File: src/rtl/demux8_pkg.sv
// demux8_pkg: shared constants and types for the eight-way stream demultiplexer
package demux8_pkg;
  localparam int NUM_CH = 8;
  localparam int SEL_W  = 3;
  localparam int CNT_W  = 8;
  typedef logic [SEL_W-1:0] sel_t;
  typedef enum logic {EMPTY, FULL} slot_state_t;
endpackage

File: src/rtl/demux8_slot.sv
// demux8_slot: one-entry holding slot with optional saturating delivery counter (DEMUX8_STREAM_COUNT_EN)
module demux8_slot
  import demux8_pkg::*;
#(
  parameter int N = 1
) (
  input  logic             clk,
  input  logic             rst_n,
  input  logic             load,
  input  logic             drain,
  input  logic [N-1:0]     data_in,
  output logic             valid,
  output logic [N-1:0]     data_out,
  output logic [CNT_W-1:0] count
);
  slot_state_t state;
  assign valid = state == FULL;
  // load wins over drain so a simultaneous accept and drain reloads without a bubble
  always_ff @(posedge clk or negedge rst_n) begin
    if (!rst_n) begin
      state    <= EMPTY;
      data_out <= '0;
    end else if (load) begin
      state    <= FULL;
      data_out <= data_in;
    end else if (drain) begin
      state    <= EMPTY;
    end
  end
`ifdef DEMUX8_STREAM_COUNT_EN
  // delivery counter sticks at its maximum instead of wrapping
  always_ff @(posedge clk or negedge rst_n) begin
    if (!rst_n) count <= '0;
    else if (drain && count != '1) count <= count + 1'b1;
  end
`else
  assign count = '0;
`endif
endmodule

File: src/rtl/demux8_stream.sv
// demux8_stream: routes one valid/ready stream to eight buffered channels by select; counters via DEMUX8_STREAM_COUNT_EN
module demux8_stream
  import demux8_pkg::*;
#(
  parameter int N = 1
) (
  input  logic                    clk,
  input  logic                    rst_n,
  input  logic [N-1:0]            in_data,
  input  sel_t                    in_select,
  input  logic                    in_valid,
  output logic                    in_ready,
  output logic [NUM_CH*N-1:0]     out_data,
  output logic [NUM_CH-1:0]       out_valid,
  input  logic [NUM_CH-1:0]       out_ready,
  output logic [NUM_CH*CNT_W-1:0] out_count
);
  logic accept;
  logic [NUM_CH-1:0] load;
  assign in_ready = !out_valid[in_select] || out_ready[in_select];
  assign accept   = in_valid && in_ready;
  genvar k;
  for (k = 0; k < NUM_CH; k++) begin : g_ch
    assign load[k] = accept && in_select == sel_t'(k);
    demux8_slot #(.N(N)) u_slot (
      .clk      (clk),
      .rst_n    (rst_n),
      .load     (load[k]),
      .drain    (out_valid[k] && out_ready[k]),
      .data_in  (in_data),
      .valid    (out_valid[k]),
      .data_out (out_data[k*N +: N]),
      .count    (out_count[k*CNT_W +: CNT_W])
    );
  end
endmodule

File: config.mk
export PLATFORM = sky130hd
export DESIGN_NAME = demux8_stream
export DESIGN_NICKNAME = d
export VERILOG_FILES = /design/src/rtl/demux8_pkg.sv /design/src/rtl/demux8_slot.sv /design/src/rtl/demux8_stream.sv
export SDC_FILE = /design/constraint.sdc
export NUM_CORES = 1
export LEC_CHECK = 0
export ABC_AREA = 1
export CORE_UTILIZATION = 38
export CTS_BUF_LIST = sky130_fd_sc_hd__clkbuf_2
export CTS_CLUSTER_DIAMETER = 30
export DETAILED_ROUTE_END_ITERATION = 16
export PLACE_DENSITY_LB_ADDON = 0.12
export SLEW_MARGIN = 10
export SYNTH_ARGS = -nofsm -noshare
export SYNTH_HDL_FRONTEND = slang
export SYNTH_HIERARCHICAL = 1
export SYNTH_SLANG_ARGS = --single-unit
File: constraint.sdc
create_clock -name clk -period 1.8 [get_ports clk]
set_clock_uncertainty 0.15 [all_clocks]
set_input_delay 0.36 -clock clk [delete_from_list [all_inputs] [get_ports clk]]
set_output_delay 0.36 -clock clk [all_outputs]
set_load 0.05 [all_outputs]
==> impl_metrics.yaml <==
worst_setup_path:
  worst_setup_path_end_kind: "output port"
  critPathRequiredTime_ps: 1290
  crit_type: "input pin to output port"
  crit_fanout: 7
  worstPathArrival_ps: 1350
  start_kind: "input pin"
  slowest_delay_ps: 190
  crit_chain: "buf_2 -> inv_2 -> nand3_2 -> nand3_2 -> nor2_4 -> nand2_4 -> nand2_4 -> clkinvlp_4 -> buf_12"
  slowest_stage: "buf_2"
clock_network:
  clock_sinks: 16
  cts_tree: "yes"
  cts_hold_buf: 0
  cts_buffers: 3
  clk_pin_slew_ps: 170
  cts_root_buf: "clkbuf_2"
  clockBufferDepth: 2
  clock_latency_ps: 290
  cts.htree.levels: 1
route:
  ant_nets: 0
  wl_per_cell_um: 8.72
  wl_mm: 2.76
  via_count: 1173
  drtIter0Drc: 31
  viasPerCell: 3.71
  drtPass1Iterations: 4
  drcViolationCount: 0
floorplanning:
  die_w_um: 65.3
  die_h_um: 65.3
  fp-row-count: 22
  die_area_um2: 4260
  core_region_area_um2: 3740
  io_pins: 96
  floorplan.initialDensity: 0.406
timing:
  slew_viol_final: 0
  min_period_ps: 1860
  hold_viol: 0
  setup_viol: 1
  holdWs_ps: 211
  period_share: 1.03
  rsz0062_at_grt: "true"
  setup_ws_ps: -60.7
  clock.fmax_mhz: 537
global_route:
  gr-usage-met1: 0.186
  gr-total-overflow: 0
  use_met2: 0.210
  antenna_found_initial: 0
  top_usage_layer: "met2"
  grt.total_usage: 0.137
  grt_pass1_wl_mm: 4.49
  grt_pass1_vias: 1009
  grt_max_degree: 17
  use_met3: 0.0243
synth:
  synthAdderAreaFrac: 0
  synth_largest_area_cell: "buf_4"
  synth_top_area_share: 0.316
  synthMuxAreaShare: 0
  yosys.area_share.simple: 0.314
  synth_compound_gate_area_share: 0.00329
  synthesis.area_um2: 1520
  seq_area_frac_synth: 0.263
  synthXorXnorAreaFrac: 0
  synthTopCellsByArea: "buf_4 (32%), dfrtp_1 (26%), nand2_1 (19%), inv_1 (6.9%), nor2_2 (4.9%)"
  yosys_register_bits: 16
  ys_warn_count: 6
  syn_area_per_cell_um2: 6.88
  synth_top_family_by_area: "buffers and inverters"
  netlist_instances: 221
  synth_cell_type_count: 15
power:
  p_per_area_nw_per_um2: 1340
  p_leak_nw: 1.12
  peakVddDrop_mv: 0.707
final_layout:
  drive_gt1_frac: 0.325
  multiInputGateArea_um2: 795
  area.growth.synth_to_final_pct: 26.6
  n_antenna_cell: 0
  fin_nets: 284
  fill_cells: 421
  postLayoutCellArea_um2: 1930
  regArea_um2: 408
min_path:
  hold_path_class: "input pin to async pin"
placement:
  gp_congestion: 0.823
  port_buffers: 31
  placed_cell_area_um2: 1770
  hpwl_mm: 2.12
job:
  maxCapViolations: 0
outcome:
  violations: "negative setup slack"
  status: "finished, violations left"
==> state kept, by name, indices dropped and copies added (netlist names) <==
name                  count
g_ch.u_slot/valid         8
g_ch.u_slot/data_out      8
==> per-stage QoR <==
| stage | total power, mW | util | setup TNS [ps] | setup slack, ps | instances |
|---|---|---|---|---|---|
| 4_1_cts | 2.59 | 0.505 | -83.8 | -83.8 | 315 |
| 5_1_grt | 2.73 | 0.514 | -443 | -160 | 316 |
| 3_3_place_gp | 2.29 | 0.474 | -7290 | -484 | 302 |
| 2_1_floorplan | 1.76 | - | 0 | 27.6 | 277 |
| 3_5_place_dp | 2.30 | 0.474 | -7350 | -506 | 302 |
| 6_report | 2.58 | 0.514 | -60.7 | -60.7 | 316 |
==> cell usage in the layout (no fill, tap or decap), types with 4 or more instances in the layout <==
master         netlist  routed
nand2_1             75      70
nand3_2              3       4
buf_12               0       9
conb_1               8      64
dfrtp_2              0       6
nand2_2              3       6
nor2_2              12       4
nor2_4               1       9
inv_1               28      22
dfrtp_1             16      10
dlygate4sd2_1        0       9
inv_2                3       7
buf_4               64      26
==> final timing paths <==
kind                                         start                      end  slack [ps]  cells past startpoint
max                                   in_select[1]                 in_ready         -60                      9
min                                          rst_n  g_ch[4].u_slot/data_out         210                      2
max reg2reg                   g_ch[5].u_slot/valid  g_ch[1].u_slot/data_out         100                     12
min reg2reg                g_ch[5].u_slot/data_out  g_ch[5].u_slot/data_out         340                      2
max in group asynchronous                    rst_n     g_ch[0].u_slot/valid        1080                      2
min in group clk           g_ch[5].u_slot/data_out  g_ch[5].u_slot/data_out         340                      2
==> area by class of cell <==
cell class                 count  share of cell area
multi-input combinational    165               0.413
inverter                      31              0.0637
clock inverter                 1             0.00195
tap                           48              0.0312
sequential                    16               0.212
timing repair buffer          52               0.271
clock buffer                   3             0.00780
==> per-layer routing <==
| layer | part of all wire | up-vias |
|---|---|---|
| met3 | 0.062 | 4 |
| met4 | 0.011 | 0 |
| met2 | 0.47 | 49 |
| met5 | 0 | - |
| li1 | - | 605 |
| met1 | 0.45 | 515 |
==> cell usage after synthesis <==
cell	count
conb_1	8
nand2_1	75
dfrtp_1	16
nor2_2	12
nand2_4	1
nand3_1	3
a21oi_1	1
nand3_2	3
buf_6	1
inv_2	3
inv_1	28
nand3_4	2
nor2_4	1
buf_4	64
nand2_2	3
==> cells by family (layout without fill, tap and decap cells) <==
kind of cell    after synthesis  after routing
other cells                   8             64
flops                        16             16
buf+inv                      96             87
simple gates                100            100
compound gates                1              1
==> worst max-delay path, delay by kind of cell <==
family                 cells  cell delay, ps
and+or+nand+nor            5             460
buffers and inverters      4             540
==> report_power, final <==
group          leakage [nW]  internal [mW]  switching (mW)
clock                0.0140         0.0483           0.120
sequential            0.195          0.500          0.0990
combinational         0.913          0.654            1.16
total                  1.12           1.20            1.38
==> what timing repair did <==
item                       CTS  global route
gates resized for setup     33            10
cloned                       1             0
hold endpoints to repair     0             0
pin swaps                   13             2
buffers inserted             8             1
setup endpoints to repair   17             5
Power figures use the tool's default switching activity.
